**src/rtl/core_pkg.sv**
```systemverilog
// Shared core-wide parameters and the writeback-select encoding.
package core_pkg;

  parameter int unsigned DATA_WIDTH     = 32;
  parameter int unsigned REG_ADDR_WIDTH = 5;

  // Writeback source select carried down the pipe from decode.
  typedef enum logic [1:0] {
    WB_ALU = 2'd0,
    WB_MEM = 2'd1,
    WB_PC4 = 2'd2
  } wb_sel_e;

endpackage

```
**src/rtl/wb_stage.sv**
```systemverilog
// Writeback stage: MEM/WB pipeline register, load-data alignment, writeback mux
// and the 64-bit retired-instruction counter. All outputs come from registered
// state only, so there is no input-to-output combinational path.
module wb_stage
  import core_pkg::*;
#(
  parameter int unsigned DATA_WIDTH     = core_pkg::DATA_WIDTH,
  parameter int unsigned REG_ADDR_WIDTH = core_pkg::REG_ADDR_WIDTH
) (
  input  logic                      clk,
  input  logic                      rst_n,
  input  logic                      stall_i,
  input  logic                      flush_i,
  input  logic                      MEM_valid_i,
  input  logic                      MEM_RegWrite_i,
  input  wb_sel_e                   MEM_WBSel_i,
  input  logic [REG_ADDR_WIDTH-1:0] MEM_rd_addr_i,
  input  logic [2:0]                MEM_funct3_i,
  input  logic [DATA_WIDTH-1:0]     MEM_alu_result_i,
  input  logic [DATA_WIDTH-1:0]     MEM_rd_data_i,
  input  logic [DATA_WIDTH-1:0]     MEM_pc_plus4_i,
  output logic                      WB_RegWrite_o,
  output logic [REG_ADDR_WIDTH-1:0] wr_addr_o,
  output logic [DATA_WIDTH-1:0]     wr_data_o,
  output logic                      misaligned_o,
  output logic [63:0]               instret_o
);

  // MEM/WB register fields
  logic                      r_valid;
  logic                      r_regwrite;
  wb_sel_e                   r_wbsel;
  logic [REG_ADDR_WIDTH-1:0] r_rd;
  logic [2:0]                r_funct3;
  logic [DATA_WIDTH-1:0]     r_alu_result;
  logic [DATA_WIDTH-1:0]     r_mem_data;
  logic [DATA_WIDTH-1:0]     r_pc_plus4;
  // Set only on the edge that loads a new entry, so a stalled entry retires once.
  logic                      r_fresh;
  logic [63:0]               r_instret;

  logic [1:0]            w_off;
  logic [7:0]            w_byte;
  logic [15:0]           w_half;
  logic [DATA_WIDTH-1:0] w_load_data;
  logic                  w_misaligned;
  logic [DATA_WIDTH-1:0] w_wr_data;
  logic                  w_retire;

  // Pipeline register: flush beats stall; stall holds everything but clears fresh.
  always_ff @(posedge clk or negedge rst_n) begin
    if (!rst_n) begin
      r_valid      <= 1'b0;
      r_regwrite   <= 1'b0;
      r_wbsel      <= WB_ALU;
      r_rd         <= '0;
      r_funct3     <= '0;
      r_alu_result <= '0;
      r_mem_data   <= '0;
      r_pc_plus4   <= '0;
      r_fresh      <= 1'b0;
    end else if (flush_i) begin
      r_valid    <= 1'b0;
      r_regwrite <= 1'b0;
      r_fresh    <= 1'b0;
    end else if (stall_i) begin
      r_fresh <= 1'b0;
    end else begin
      r_valid      <= MEM_valid_i;
      r_regwrite   <= MEM_RegWrite_i;
      r_wbsel      <= MEM_WBSel_i;
      r_rd         <= MEM_rd_addr_i;
      r_funct3     <= MEM_funct3_i;
      r_alu_result <= MEM_alu_result_i;
      r_mem_data   <= MEM_rd_data_i;
      r_pc_plus4   <= MEM_pc_plus4_i;
      r_fresh      <= 1'b1;
    end
  end

  assign w_off = r_alu_result[1:0];

  // Byte and halfword lane selection from the raw memory word.
  always_comb begin
    w_byte = r_mem_data[7:0];
    case (w_off)
      2'd1:    w_byte = r_mem_data[15:8];
      2'd2:    w_byte = r_mem_data[23:16];
      2'd3:    w_byte = r_mem_data[31:24];
      default: w_byte = r_mem_data[7:0];
    endcase
    w_half = w_off[1] ? r_mem_data[31:16] : r_mem_data[15:0];
  end

  // Size/sign extension by funct3; unknown encodings pass the whole word.
  always_comb begin
    w_load_data = r_mem_data;
    case (r_funct3)
      3'b000:  w_load_data = {{(DATA_WIDTH-8){w_byte[7]}}, w_byte};
      3'b100:  w_load_data = {{(DATA_WIDTH-8){1'b0}}, w_byte};
      3'b001:  w_load_data = {{(DATA_WIDTH-16){w_half[15]}}, w_half};
      3'b101:  w_load_data = {{(DATA_WIDTH-16){1'b0}}, w_half};
      default: w_load_data = r_mem_data;
    endcase
  end

  // Halfword loads need off[0]==0; word loads need off==0. Byte loads never fault.
  always_comb begin
    w_misaligned = 1'b0;
    if (r_valid && (r_wbsel == WB_MEM)) begin
      w_misaligned = ((r_funct3[1:0] == 2'b01) && w_off[0]) ||
                     ((r_funct3 == 3'b010) && (w_off != 2'd0));
    end
  end

  // Writeback source mux.
  always_comb begin
    w_wr_data = r_alu_result;
    case (r_wbsel)
      WB_ALU:  w_wr_data = r_alu_result;
      WB_MEM:  w_wr_data = w_load_data;
      WB_PC4:  w_wr_data = r_pc_plus4;
      default: w_wr_data = r_alu_result;
    endcase
  end

  assign w_retire = r_valid & r_fresh & ~w_misaligned;

  // Retired-instruction counter; wraps naturally at 2^64.
  always_ff @(posedge clk or negedge rst_n) begin
    if (!rst_n) begin
      r_instret <= 64'd0;
    end else if (w_retire) begin
      r_instret <= r_instret + 64'd1;
    end
  end

  assign WB_RegWrite_o = r_valid & r_regwrite & (r_rd != '0) & ~w_misaligned;
  assign wr_addr_o     = r_rd;
  assign wr_data_o     = w_wr_data;
  assign misaligned_o  = w_misaligned;
  assign instret_o     = r_instret;

endmodule
```
**config.mk**
```make
export PLATFORM = sky130hd
export DESIGN_NAME = wb_stage
export DESIGN_NICKNAME = d
export VERILOG_FILES = /design/src/rtl/core_pkg.sv /design/src/rtl/wb_stage.sv
export SDC_FILE = /design/constraint.sdc
export NUM_CORES = 1
export LEC_CHECK = 0
export ABC_AREA = 1
export BUFFER_PORTS_ARGS = -buffer_cell sky130_fd_sc_hd__buf_2
export CAP_MARGIN = 20
export CORE_MARGIN = 4
export CORE_UTILIZATION = 45
export DETAILED_ROUTE_END_ITERATION = 10
export GPL_TIMING_DRIVEN = 1
export PLACE_DENSITY_LB_ADDON = 0.12
export SYNTH_ARGS = -nofsm -noshare
export SYNTH_HDL_FRONTEND = slang
export SYNTH_SLANG_ARGS = --single-unit
```
**constraint.sdc**
```tcl
create_clock -name clk -period 1.78 [get_ports clk]
set_clock_uncertainty 0.2 [all_clocks]
set_input_delay 0.089 -clock clk [delete_from_list [all_inputs] [get_ports clk]]
set_output_delay 0.089 -clock clk [all_outputs]
set_load 0.02 [all_outputs]
```
# Yosys cells after proc, flatten, opt, wreduce, memory -nomap -nowiden
# Index checks and enable logic that the tools add are counted.
# word_totals
register_bits,173
in_bits,112
output_inout_bits,103
wordCells,49
# op_classes
add_sub_neg,1
eq_ne,11
muxes,11
n_bitwise,8
reduce_logical,8
# ops
cell,n
case mux 32 bit (4 select lines),1
adder 64 x 1 -> 64 bit (second input constant),1
case mux 32 bit (2 select lines),1
case mux 8 bit (3 select lines),1
2-to-1 mux 16 bit,1
2-to-1 mux 1 bit,7
equality test 2 x 1 -> 1 bit (second input constant),3
equality test 2 bit (second input constant),3
equality test 3 bit (second input constant),2
AND 1 bit,5
nonzero test 5 bit,1
equality test 3 x 1 -> 1 bit (second input constant),1
equality test 3 x 2 -> 1 bit (second input constant),1
logical AND 1 bit,3
zero test 3 bit,1
inverter 1 bit,3
!= test 2 x 1 -> 1 bit (second input constant),1
AND reduction 2 bit,1
nonzero test 2 bit,1
logical OR 1 bit,1

# Longest topological paths before layout
# Gate-level depths: netlist of the first run.
# logic_depth
word_depth,6
ltp_mapped,11
depth_no_buf,11

# Worst setup path after synthesis of the first run
# Ideal clock, no wire load.
# synth_path
path_kind,reg2reg
start,register r_instret[0] (netlist: instret_o[0])
end,register r_instret[62] (netlist: instret_o[62])
setup_time_ns,0.116
t_arrival_ns,1.690
required_time_ns,1.464
path_slack_ns,-0.227
path_stages_with_launch,11
synth_period_minus_slack_ns,2.007
cell_sequence,dfrtp_1 ha_1 inv_2 nor2_4 nand2_2 nor2_4 nand2_1 o21ai_1 nand2_1 nand2_1 nand2_1
# synth_between
elab_chain_len,1
# synth_lines
element,line,text
from (decl),wb_stage.sv:40,logic [63:0] r_instret;
from (signal assigned),wb_stage.sv:134,r_instret <= r_instret + 64'd1;
adder 64 x 1 -> 64 bit,wb_stage.sv:134,
# No other way between the ends.
# A chain may end at the register's enable or synchronous reset.

# Worst setup path in the final report of the first run
# layout_path
start,register r_alu_result[1]
end,output wr_data_o[25]
# layout_between
elab_chain_len,4
elab_cells_between_ends,7
cone_classes,eq/ne (3); mux (4)
# layout_lines
element,line,text
from (decl),wb_stage.sv:35,logic [DATA_WIDTH-1:0] r_alu_result;
from (signal assigned),wb_stage.sv:74,r_alu_result <= MEM_alu_result_i;
equality test 2 bit / equality test 2 x 1 -> 1 bit (equally long branches),wb_stage.sv:86,case (w_off)
case mux 8 bit (3 select lines),wb_stage.sv:86,
case mux 32 bit (4 select lines) (*),wb_stage.sv:98,case (r_funct3)
case mux 32 bit (2 select lines) (*),wb_stage.sv:119,case (r_wbsel)
to (decl),wb_stage.sv:24,"output logic [DATA_WIDTH-1:0] wr_data_o,"
# Mark *: on every way between the ends. The rest lies on a longest branch, timed or not.

==> qor.csv, run 1 <==
stage;metric;value;unit
synth;mux contribution to synthesized area;0;%
power;Pwr Total;12.8;mW
worst_setup_path;CP Cell Sequence;inv_4 > nand2_2 > o21ai_1 > a31oi_1 > nand2_4 > clkbuf_16 > nand2_1 > a21oi_2 > buf_6;
grt;GRT overflow;0;
routing;TritonRoute pass-1 iters;8;
floorplanning;Core ar.;21200;um2
routing;drt via density;5.37;
final_layout;Filler Cells Inserted;1483;
synth;Syn. warnings;0;
floorplanning;initial core utilization;46.1;%
synth;Compound-Gate Fraction of Synth Area;10.8;%
clock_network;Max clock buf depth;2;
timing;Final setup viols;128;
clock_network;CTS tree;yes;
flow_run;maxcap violations;0;
clock_network;htree depth;4;
power;PwrDens;792;nW/um2
power;cell leakage power;7.95;nW
synth;Synth Cell Area;9760;um2
routing;drt wl/cell;19.3;um
grt;vias in the first global route;12329;
placed_design;Worst Setup Slack post-DPL;-0.180;ns
timing;RSZ-0062 raised after global routing;yes;
synth;ys flop type;dfrtp_1;
floorplanning;Die W;155;um
timing;final max-slew violation count;0;
synth;post-synthesis sequential area ratio;44.4;%
worst_setup_path;critical path type;reg -> out;
final_layout;diode count;0;
worst_setup_path;nature of the critical path startpoint;flop;
final_layout;Register Area;4340;um2
synth;Syn Nets;1543;
synth;synth unique cells;31;
grt;All-Layer GR Usage;35.8;%
clock_network;Num Clock Sinks;173;
worst_setup_path;crit path DAT;2.02;ns
clock_network;cts bufs inserted;17;
routing;Routed WL;43500;um
timing;FMAX;0.432;GHz
grt;initial antenna violation count;0;
placed_design;post-placement cell count;2022;
routing;1st-iter DRT viols;910;
placed_design;GPL Wtd Cong;1.02;
synth;Mapped Cells;1428;
power;Peak VDD IR;0.680;mV
synth;post-synthesis simple-gate area fraction;35.4;%
final_layout;share of cells above drive strength 1;34.1;%
clock_network;clk root buf;clkbuf_16;
floorplanning;# rows;53;
synth;syn_area_per_cell;6.84;um2
synth;Post-Synth Adder-Cell Area;0.385;%
floorplanning;Die Ht;155;um
final_layout;most common cell after layout, fill and taps aside;nand2_1;
floorplanning;die footprint;24100;um2
final_layout;Design Area, Final;16200;um2
worst_setup_path;Worst EP required;1.49;ns
timing;worst slew pin tran;0.411;ns
worst_setup_path;Slowest-stage cell, CP;dfrtp_2;
worst_setup_path;worst-path maximum fanout;7;
worst_setup_path;Critical Path Sink Type;output pin;
placed_design;DP Area;12500;um2
status;status;complete, but fails checks;
synth;Post-synth EDFFs;0;
placed_design;DP HPWL;27000;um
floorplanning;I/O pin total;215;
clock_network;clk slew on worst S/H paths;0.08;ns
timing;Final period util;130;%
routing;routed vias;12084;
final_layout;Post-Layout Cell Count;2249;
final_layout;multi-input logic area;5590;um2
placed_design;PortBufs;214;
synth;fraction of synthesized cell area in xor and xnor cells;2.87;%
final_layout;Area Growth Syn to Fin;66.1;%
synth;Yosys reg bits;173;
final_layout;most frequent cells in the layout;572 x nand2_1, 179 x buf_2, 170 x buf_4, 164 x dfrtp_1, 147 x nor2_1;
routing;ANT nets after route;0;
worst_setup_path;slowest stage delay, CP;0.47;ns
grt;first-pass GRT wire length;66900;um
worst_hold_path;Hold Crit Class;in -> reg;
synth;largest family of logic cells by synthesized area;simple AND/OR/NAND/NOR gates;
synth;FFs w/ async S/R, synth;100;%
routing;# DRC;0;
grt;pin count of the biggest net entering global routing;69;
timing;final hold viol count;0;
status;failing checks;negative setup slack;
timing;post-route minimum period;2.31;ns
timing;Worst slew margin;72.3;%
final_layout;layout net count;2076;
timing;worst setup margin;-0.533;ns
clock_network;clk_lat worst skew;0.44;ns
timing;worst hold slack;0.172;ns
[power breakdown]
part           internal, mW  switching [mW]
Clock                  1.93            2.01
Combinational          1.93            2.45
Sequential             4.27           0.251
Total                  8.13            4.71
[stage by stage]
stage	setup TNS [ns]	utilization, %
finish	-36.51	76.6
global route	-44.02	76.6
CTS	-31.89	75.7
detailed placement	-4.75	59.3
global placement	-3.61	59.3
floorplan	-0.0218	-
[timing repair]
item | CTS | global route
pin swaps | 67 | 7
hold buffers | 143 | 3
cloned | 17 | 1
buffers inserted | 27 | 6
setup endpoints to repair | 93 | 129
resized for setup | 265 | 38
endpoints found under the hold margin | 282 | 13
[cells in the mapped netlist (4+ instances only)]
master	count	area share (%)
clkbuf_1	32	1.2
nand4_1	18	1.2
o21ai_1	14	0.72
xor2_1	11	0.99
xnor2_1	21	1.9
nor2_4	4	0.46
nand2_1	667	26
nor2_1	155	6.0
o21ai_2	8	0.72
a21oi_1	89	4.6
buf_2	13	0.67
o211ai_1	9	0.69
nor2_2	8	0.51
inv_1	79	3.0
buf_6	6	0.69
inv_2	7	0.27
o21ai_0	72	3.7
nand3_1	21	1.1
dfrtp_1	173	44
[logic make-up after synthesis]
logic type               Yosys count
buffers and inverters            142
AO/OA/AOI/OAI                    198
AND/OR/NAND/NOR                  880
flip-flops                       173
XOR/XNOR                          32
adder cells (fa/ha/maj)            3
[final cells by class]
| class | count | share of cell area [%] |
|---|---|---|
| Tap cell | 275 | 2.12 |
| Clock buffer | 17 | 2.62 |
| Sequential cell | 173 | 26.8 |
| Timing Repair inverter | 1 | 0.124 |
| Inverter | 86 | 2.17 |
| Timing Repair Buffer | 569 | 30.5 |
| Multi-Input combinational cell | 1113 | 34.5 |
| Clock inverter | 15 | 1.17 |
[layer usage]
| metal | global-route usage [%] | up-vias | wire length, um |
|---|---|---|---|
| met2 | 63.2 | 688 | 21900 |
| met1 | 39.8 | 5643 | 15500 |
| met3 | 7.79 | 196 | 3300 |
| met4 | 20.5 | 0 | 2830 |
| met5 | 0 | - | 0 |
| li1 | - | 5557 | - |
[critical path: cells and delay by family, from the launching register on]
kind	cells	cell delay [ns]
AO/OA/AOI/OAI	3	0.42
buffers and inverters	3	0.42
flip-flops	1	0.47
AND/OR/NAND/NOR	3	0.27
[path summary, 6_finish.rpt]
| kind | cells after the start | start | slack, ns | to |
|---|---|---|---|---|
| max | 9 | r_alu_result[1]$_DFFE_PN0P_ | -0.53 | wr_data_o[25] |
| min | 4 | MEM_alu_result_i[17] | 0.17 | r_alu_result[17]$_DFFE_PN0P_ |
| max reg2reg | 13 | r_funct3[1]$_DFFE_PN0P_ | -0.33 | instret_o[54]$_DFFE_PN0P_ |
| min reg2reg | 2 | r_pc_plus4[14]$_DFFE_PN0P_ | 0.28 | r_pc_plus4[14]$_DFFE_PN0P_ |
| max in group asynchronous | 4 | rst_n | 0.32 | r_funct3[1]$_DFFE_PN0P_ |
| min in group asynchronous | 3 | rst_n | 0.46 | instret_o[0]$_DFFE_PN0P_ |
[registers in the layout (all words and copies together) (netlist names)]
name	count
r_pc_plus4	32
r_wbsel	2
r_funct3	3
r_mem_data	32
wr_addr_o	5
instret_o	64
r_alu_result	32
r_fresh	1
r_valid	1
r_regwrite	1
No activity file was read; power rests on OpenSTA's default activity.
==> run 2, diff against run 1 <==
ABC_AREA = 0   (was 1)
RECOVER_POWER = 25   (was not set)
==> run 2 against run 1 <==
  * The flow still finishes with violations (negative setup slack)
  * First-iteration DRC count is 66% lower
  * Setup slack worse by 0.25 ns
  * Area after synthesis is 14% lower
  * Worst hold slack better by 0.045 ns
  * Routed wire length is 37% lower
  * Flip-flop and latch count stayed put
  * Total power is 6.1% lower
  * Critical path type unchanged
  * Critical endpoint is now wr_data_o[29]
==> qor.csv, run 2 <==
stage;metric;value;unit;change
status;status;complete, but fails checks;;unchanged
status;failing checks;negative setup slack;;unchanged
clock_network;Max clock buf depth;2;;unchanged
final_layout;Area Growth Syn to Fin;64.8;%;was 66.1%
placed_design;post-placement cell count;1286;;was 2022
floorplanning;Die W;145;um;was 155 um
synth;syn_area_per_cell;11.1;um2;was 6.84 um2
final_layout;max reg flops;64;;unchanged
final_layout;Post-Layout Cell Count;1459;;was 2249
worst_setup_path;Worst EP required;1.49;ns;about the same
timing;worst slew pin tran;0.679;ns;was 0.411 ns
grt;pin count of the biggest net entering global routing;49;;was 69
floorplanning;die footprint;20900;um2;was 24100 um2
placed_design;Worst Setup Slack post-DPL;-0.583;ns;was -0.180 ns
routing;routed vias;7864;;was 12084
synth;Synth Cell Area;8410;um2;was 9760 um2
synth;synth unique cells;41;;was 31
worst_setup_path;slowest stage delay, CP;0.53;ns;was 0.47 ns
floorplanning;I/O pin total;215;;unchanged
grt;first-pass GRT wire length;42000;um;was 66900 um
timing;worst setup margin;-0.781;ns;was -0.533 ns
routing;Routed WL;27600;um;was 43500 um
timing;Final setup viols;197;;was 128
synth;FFs w/ async S/R, synth;100;%;unchanged
timing;FMAX;0.390;GHz;was 0.432 GHz
synth;Commonest cells post-synth;173 x dfrtp_1, 103 x mux2_2, 58 x nand2_1;;was 667 x nand2_1, 173 x dfrtp_1, 155 x nor2_1
synth;Mapped Cells;758;;was 1428
placed_design;DP Area;11000;um2;was 12500 um2
synth;Syn Nets;873;;was 1543
power;Peak VDD IR;0.735;mV;was 0.680 mV
final_layout;share of cells above drive strength 1;50.2;%;was 34.1%
timing;Worst slew margin;54.8;%;was 72.3%
clock_network;clk slew on worst S/H paths;0.07;ns;was 0.08 ns
placed_design;GPL Wtd Cong;0.809;;was 1.02
clock_network;clk_lat worst skew;0.43;ns;was 0.44 ns
clock_network;CTS tree;yes;;unchanged
routing;1st-iter DRT viols;307;;was 910
routing;drt wl/cell;18.9;um;was 19.3 um
clock_network;htree depth;4;;unchanged
synth;top cells by area, synth;dfrtp_1 52%, mux2_2 14%, xor2_1 4.5%, nand2_1 2.6%, a21oi_1 2.4%;;was dfrtp_1 44%, nand2_1 26%, nor2_1 6.0%, a21oi_1 4.6%, o21ai_0 3.7%
timing;post-route minimum period;2.56;ns;was 2.31 ns
floorplanning;initial core utilization;46.3;%;was 46.1%
grt;All-Layer GR Usage;25.7;%;was 35.8%
synth;post-synth top area cell;dfrtp_1;;unchanged
grt;initial antenna violation count;1;;was 0
routing;ANT nets after route;0;;unchanged
grt;GRT overflow;0;;unchanged
routing;drt via density;5.39;;was 5.37
routing;# DRC;0;;unchanged
synth;Post-synth EDFFs;0;;unchanged
synth;Yosys top cell area share;51.5;%;was 44.4%
floorplanning;# rows;49;;was 53
timing;worst hold slack;0.216;ns;was 0.172 ns
synth;post-synthesis sequential area ratio;51.5;%;was 44.4%
placed_design;PortBufs;214;;unchanged
synth;top-count cell post-synth;dfrtp_1;;was nand2_1
floorplanning;Die Ht;145;um;was 155 um
routing;Detail Route met2 WL;14400;um;was 21900 um
routing;Metal-1 WL;11200;um;was 15500 um
final_layout;layout net count;1331;;was 2076
clock_network;Num Clock Sinks;173;;unchanged
floorplanning;Core ar.;18100;um2;was 21200 um2
final_layout;Design Area, Final;13900;um2;was 16200 um2
worst_hold_path;Hold Crit Class;in -> reg;;unchanged
synth;Syn. warnings;0;;unchanged
worst_setup_path;worst-path maximum fanout;16;;was 7
worst_setup_path;crit path DAT;2.27;ns;was 2.02 ns
clock_network;cts bufs inserted;17;;unchanged
synth;Yosys reg bits;173;;unchanged
routing;Highest Signal Layer;met4;;unchanged
synth;ys flop type;dfrtp_1;;unchanged
timing;final max-slew violation count;0;;unchanged
final_layout;Layout Utilization;76.3;%;was 76.6%
timing;Final period util;144;%;was 130%
timing;final hold viol count;0;;unchanged
worst_setup_path;Critical Path Sink Type;output pin;;unchanged
routing;Met3 Wirelength;1480;um;was 3300 um
grt;vias in the first global route;8104;;was 12329
flow_run;maxcap violations;0;;unchanged
clock_network;clk root buf;clkbuf_16;;unchanged
final_layout;most frequent cells in the layout;159 x dfrtp_1, 143 x buf_2, 137 x buf_4, 113 x dlygate4sd3_1, 103 x mux2_2;;was 572 x nand2_1, 179 x buf_2, 170 x buf_4, 164 x dfrtp_1, 147 x nor2_1
worst_setup_path;CP Cell Sequence;mux4_2 > and3_4 > o21ai_4 > buf_12 > o21ai_1 > o21a_2 > buf_2;;was inv_4 > nand2_2 > o21ai_1 > a31oi_1 > nand2_4 > clkbuf_16 > nand2_1 > a21oi_2 > buf_6
final_layout;most common cell after layout, fill and taps aside;dfrtp_1;;was nand2_1
placed_design;DP HPWL;17600;um;was 27000 um
worst_setup_path;nature of the critical path startpoint;flop;;unchanged
worst_setup_path;Slowest-stage cell, CP;mux4_2;;was dfrtp_2
power;cell leakage power;6.71;nW;was 7.95 nW
routing;TritonRoute pass-1 iters;5;;was 8
worst_setup_path;critical path type;reg -> out;;unchanged
power;PwrDens;871;nW/um2;was 792 nW/um2
timing;RSZ-0062 raised after global routing;yes;;unchanged
## run 2: report_power, final
| part | switching, mW | total [mW] | internal (mW) |
|---|---|---|---|
| Sequential | 0.291 | 4.62 | 4.33 |
| Combinational | 1.86 | 3.66 | 1.81 |
| Clock | 1.63 | 3.79 | 2.16 |
## run 2: final timing paths
path / start / end / slack, ns / depth (start not counted)
min in group asynchronous: rst_n / instret_o[19]$_DFFE_PN0P_ / 0.61 / 3
hold reg to reg: instret_o[48]$_DFFE_PN0P_ / instret_o[48]$_DFFE_PN0P_ / 0.30 / 1
setup reg to reg: r_alu_result[1]$_DFFE_PN0P_ / instret_o[63]$_DFFE_PN0P_ / -0.74 / 9
setup / recovery: r_alu_result[1]$_DFFE_PN0P_ / wr_data_o[29] / -0.78 / 7
hold / removal: MEM_funct3_i[0] / r_funct3[0]$_DFFE_PN0P_ / 0.22 / 4
max in group asynchronous: rst_n / r_mem_data[27]$_DFFE_PN0P_ / 0.04 / 4
## run 2: kinds of logic (layout without fill, tap and decap cells)
group	after synthesis	count (layout)	synth area share (%)
buffers and inverters	58	529	2.86
AND/OR/NAND/NOR	224	224	14.5
AO/OA/AOI/OAI	123	123	8.92
flip-flops	173	173	51.5
other	0	1	0
XOR/XNOR	63	63	6.56
adder cells (fa/ha/maj)	3	3	0.447
multiplexers	114	114	15.3
## run 2: worst max-delay path: cells and delay by family, from the launching register on
kind / cells / cell delay [ns]
AND/OR/NAND/NOR: 1 / 0.21
flip-flops: 1 / 0.40
AO/OA/AOI/OAI: 3 / 0.38
multiplexers: 1 / 0.53
buffers and inverters: 2 / 0.31
## run 2: area by class of cell
type                       count  area, um2
multi-input combinational    527       4810
sequential                   173       4350
fill                        1185       4290
timing repair buffer         485       3770
clock buffer                  20        457
tap                          229        287
clock inverter                12        135
inverter                      12       45.0
antenna                        1       2.50
## run 2: routing by layer
| layer | GRT usage (%) | vias to the layer above |
|---|---|---|
| li1 | - | 3676 |
| met3 | 5.00 | 36 |
| met1 | 32.6 | 3917 |
| met2 | 44.7 | 235 |
| met5 | 0 | - |
| met4 | 7.56 | 0 |
## run 2: timing repair
item,CTS,global route
gates cloned,4,0
hold buffers,113,0
hold endpoints to repair,282,0
pin swaps,59,36
setup endpoints to repair,98,98
setup buffers,12,17
resized for setup,126,83
## run 2: through the flow
stage | setup TNS [ns] | total power [mW]
2_1_floorplan | -17.51 | 6.33
3_3_place_gp | -33.02 | 7.47
3_5_place_dp | -35.62 | 7.52
4_1_cts | -51.69 | 11.8
5_1_grt | -82.21 | 12.6
6_report | -60.53 | 12.1
==> run 3, diff against run 2 <==
ABC_AREA = 1   (was 0)
==> run 3 against run 2 <==
  * The flow still finishes with violations (negative setup slack)
  * Cell area grew 16%
  * Setup slack improved by 0.25 ns
  * Critical path depth is 1 higher
  * Routed wire length increased by 58%
  * Sequential power is 2% lower
  * Register-to-register slack better by 0.41 ns
  * Largest cell class unchanged
==> qor.csv, run 3 (synthesis results as in run 1) <==
stage;metric;value;unit;change
status;status;complete, but fails checks;;unchanged
status;failing checks;negative setup slack;;unchanged
worst_setup_path;Crit path max-delay family;buffers and inverters;;was multiplexers
clock_network;Num Clock Sinks;173;;unchanged
timing;worst setup margin;-0.534;ns;was -0.781 ns
grt;initial antenna violation count;0;;was 1
routing;Routed WL;43600;um;was 27600 um
power;cell leakage power;7.88;nW;was 6.71 nW
grt;All-Layer GR Usage;35.8;%;was 25.7%
final_layout;diode count;0;;was 1
worst_setup_path;RR Startpoint;r_funct3[1]$_DFFE_PN0P_;;was r_alu_result[1]$_DFFE_PN0P_
worst_setup_path;Worst setup endpoint;r_pc_plus4[28]$_DFFE_PN0P_;;was wr_data_o[29]
routing;ANT nets after route;0;;unchanged
floorplanning;die footprint;24100;um2;was 20900 um2
routing;1st-iter DRT viols;875;;was 307
routing;# DRC;0;;unchanged
clock_network;clk root buf;clkbuf_16;;unchanged
worst_setup_path;worst flop-to-flop path endpoint;instret_o[54]$_DFFE_PN0P_;;was instret_o[63]$_DFFE_PN0P_
power;PwrDens;795;nW/um2;was 871 nW/um2
clock_network;cts bufs inserted;17;;unchanged
worst_setup_path;Slowest-stage cell, CP;dlygate4sd3_1;;was mux4_2
worst_setup_path;worst-path maximum fanout;36;;was 16
timing;Final setup viols;179;;was 197
final_layout;max reg flops;64;;unchanged
grt;pin count of the biggest net entering global routing;69;;was 49
clock_network;htree depth;4;;unchanged
floorplanning;# rows;53;;was 49
power;Peak VDD IR;0.681;mV;was 0.735 mV
timing;Final period util;130;%;was 144%
routing;routed vias;12103;;was 7864
worst_setup_path;Critical Path Sink Type;flop;;was output pin
grt;vias in the first global route;12329;;was 8104
clock_network;clk_lat worst skew;0.44;ns;was 0.43 ns
timing;Worst slew margin;60.4;%;was 54.8%
placed_design;DP HPWL;27000;um;was 17600 um
final_layout;share of cells above drive strength 1;33.2;%;was 50.2%
worst_setup_path;CP Cell Sequence;buf_2 > dlygate4sd3_1 > nor2_1 > clkbuf_4 > clkbuf_4 > nand2_1 > dlygate4sd3_1 > nand2_1;;was mux4_2 > and3_4 > o21ai_4 > buf_12 > o21ai_1 > o21a_2 > buf_2
timing;RSZ-0062 raised after global routing;yes;;unchanged
timing;final setup TNS;-51.36;ns;was -60.53 ns
worst_setup_path;Worst Reg-to-Reg Cells;13;;was 9
worst_setup_path;nature of the critical path startpoint;input pin;;was flop
routing;drt wl/cell;19.4;um;was 18.9 um
final_layout;most frequent cells in the layout;572 x nand2_1, 168 x buf_4, 167 x dfrtp_1, 166 x buf_2, 148 x nor2_1;;was 159 x dfrtp_1, 143 x buf_2, 137 x buf_4, 113 x dlygate4sd3_1, 103 x mux2_2
worst_setup_path;slowest stage delay, CP;0.61;ns;was 0.53 ns
timing;FMAX;0.432;GHz;was 0.390 GHz
timing;final max-slew violation count;0;;unchanged
worst_setup_path;critical path type;in -> reg;;was reg -> out
worst_setup_path;Worst EP required;1.96;ns;was 1.49 ns
grt;GRT overflow;0;;unchanged
timing;final hold viol count;0;;unchanged
worst_setup_path;R2R Setup Slk;-0.33;ns;was -0.74 ns
floorplanning;I/O pin total;215;;unchanged
placed_design;PortBufs;214;;unchanged
final_layout;layout net count;2076;;was 1331
timing;post-route minimum period;2.31;ns;was 2.56 ns
timing;worst hold slack;0.173;ns;was 0.216 ns
clock_network;CTS tree;yes;;unchanged
timing;worst slew pin tran;0.594;ns;was 0.679 ns
clock_network;clk slew on worst S/H paths;0.09;ns;was 0.07 ns
worst_setup_path;Critical Path Stages;8;;was 7
worst_hold_path;HP Start;MEM_alu_result_i[17];;was MEM_funct3_i[0]
floorplanning;initial core utilization;46.1;%;was 46.3%
clock_network;Max clock buf depth;2;;unchanged
grt;first-pass GRT wire length;66900;um;was 42000 um
floorplanning;Die Ht;155;um;was 145 um
power;Pwr Total;12.8;mW;was 12.1 mW
placed_design;GPL Wtd Cong;1.02;;was 0.809
worst_setup_path;CP startpoint;stall_i;;was r_alu_result[1]$_DFFE_PN0P_
worst_hold_path;Hold Crit Class;in -> reg;;unchanged
final_layout;most common cell after layout, fill and taps aside;nand2_1;;was dfrtp_1
flow_run;maxcap violations;0;;unchanged
final_layout;Post-Layout Cell Count;2249;;was 1459
worst_setup_path;crit path buf inv count;5;;was 2
final_layout;Filler Cells Inserted;1501;;was 1185
routing;drt via density;5.38;;was 5.39
routing;TritonRoute pass-1 iters;8;;was 5
floorplanning;Die W;155;um;was 145 um
placed_design;post-placement cell count;2022;;was 1286
floorplanning;Core ar.;21200;um2;was 18100 um2
worst_setup_path;crit path DAT;2.50;ns;was 2.27 ns
final_layout;Area Growth Syn to Fin;65.4;%;was 64.8%
run 3: changes by cell type in the layout (fill, tap and decap cells not counted), sizes merged, moves of 32 or more:
cell / change
a21oi: +49
buf: +76
inv: +79
mux2: -103
nand2: +613
nor2: +129
nor3: -34
o21ai: +60
xor2: -32
run 3: timing repair:
action                     4_1_cts  5_1_grt
pin swaps                       67        7
setup endpoints to repair       93      129
gates resized for setup        265       38
hold endpoints to repair       282       13
buffers inserted                27        6
cloned                          17        1
hold buffers                   143        3
run 3: stage by stage:
step / instance area (um2) / utilization [%] / setup WS, ns
detailed placement: 12500 / 59.3 / -0.180
floorplan: 9970 / - / -0.0218
global placement: 12500 / 59.3 / -0.194
finish: 16100 / 76.3 / -0.534
CTS: 16000 / 75.7 / -0.456
global route: 16100 / 76.3 / -0.608
run 3: how the worst min path moves through the flow:
stage | endpoint | slack (ns) | cells past startpoint
finish | r_alu_result[17]$_DFFE_PN0P_ | 0.17 | 4
floorplan | instret_o[0]$_DFFE_PN0P_ | -0.41 | 0
CTS | r_alu_result[17]$_DFFE_PN0P_ | 0.16 | 4
detailed placement | instret_o[14]$_DFFE_PN0P_ | -0.18 | 1
global route | r_alu_result[19]$_DFFE_PN0P_ | 0.20 | 4
global placement | instret_o[14]$_DFFE_PN0P_ | -0.19 | 1
run 3: metal layers:
| metal | vias to the layer above | track usage, % | wire length, um |
|---|---|---|---|
| met1 | 5633 | 39.8 | 15600 |
| met4 | 0 | 20.5 | 3000 |
| met5 | - | 0 | 0 |
| met3 | 209 | 7.79 | 3330 |
| met2 | 703 | 63.2 | 21700 |
| li1 | 5558 | - | - |
run 3: layout make-up:
cell class,count,area (um2),area share [%]
Clock buffer,17,425,2.64
Sequential cell,173,4340,26.9
Timing Repair inverter,1,20.0,0.124
Clock inverter,15,190,1.18
Multi-Input combinational cell,1113,5580,34.6
Timing Repair Buffer,569,4890,30.3
Inverter,86,352,2.18
Tap cell,275,344,2.13
run 3: worst min-delay path, stage by stage:
cell	delay [ns]
dlygate4sd3_1	0.51
buf_2	0.09
nand2_1	0.04
nand2_1	0.05
run 3: power breakdown:
part | switching [mW] | internal, mW
Sequential | 0.252 | 4.27
Clock | 2.01 | 1.93
Combinational | 2.45 | 1.91
Total | 4.72 | 8.12
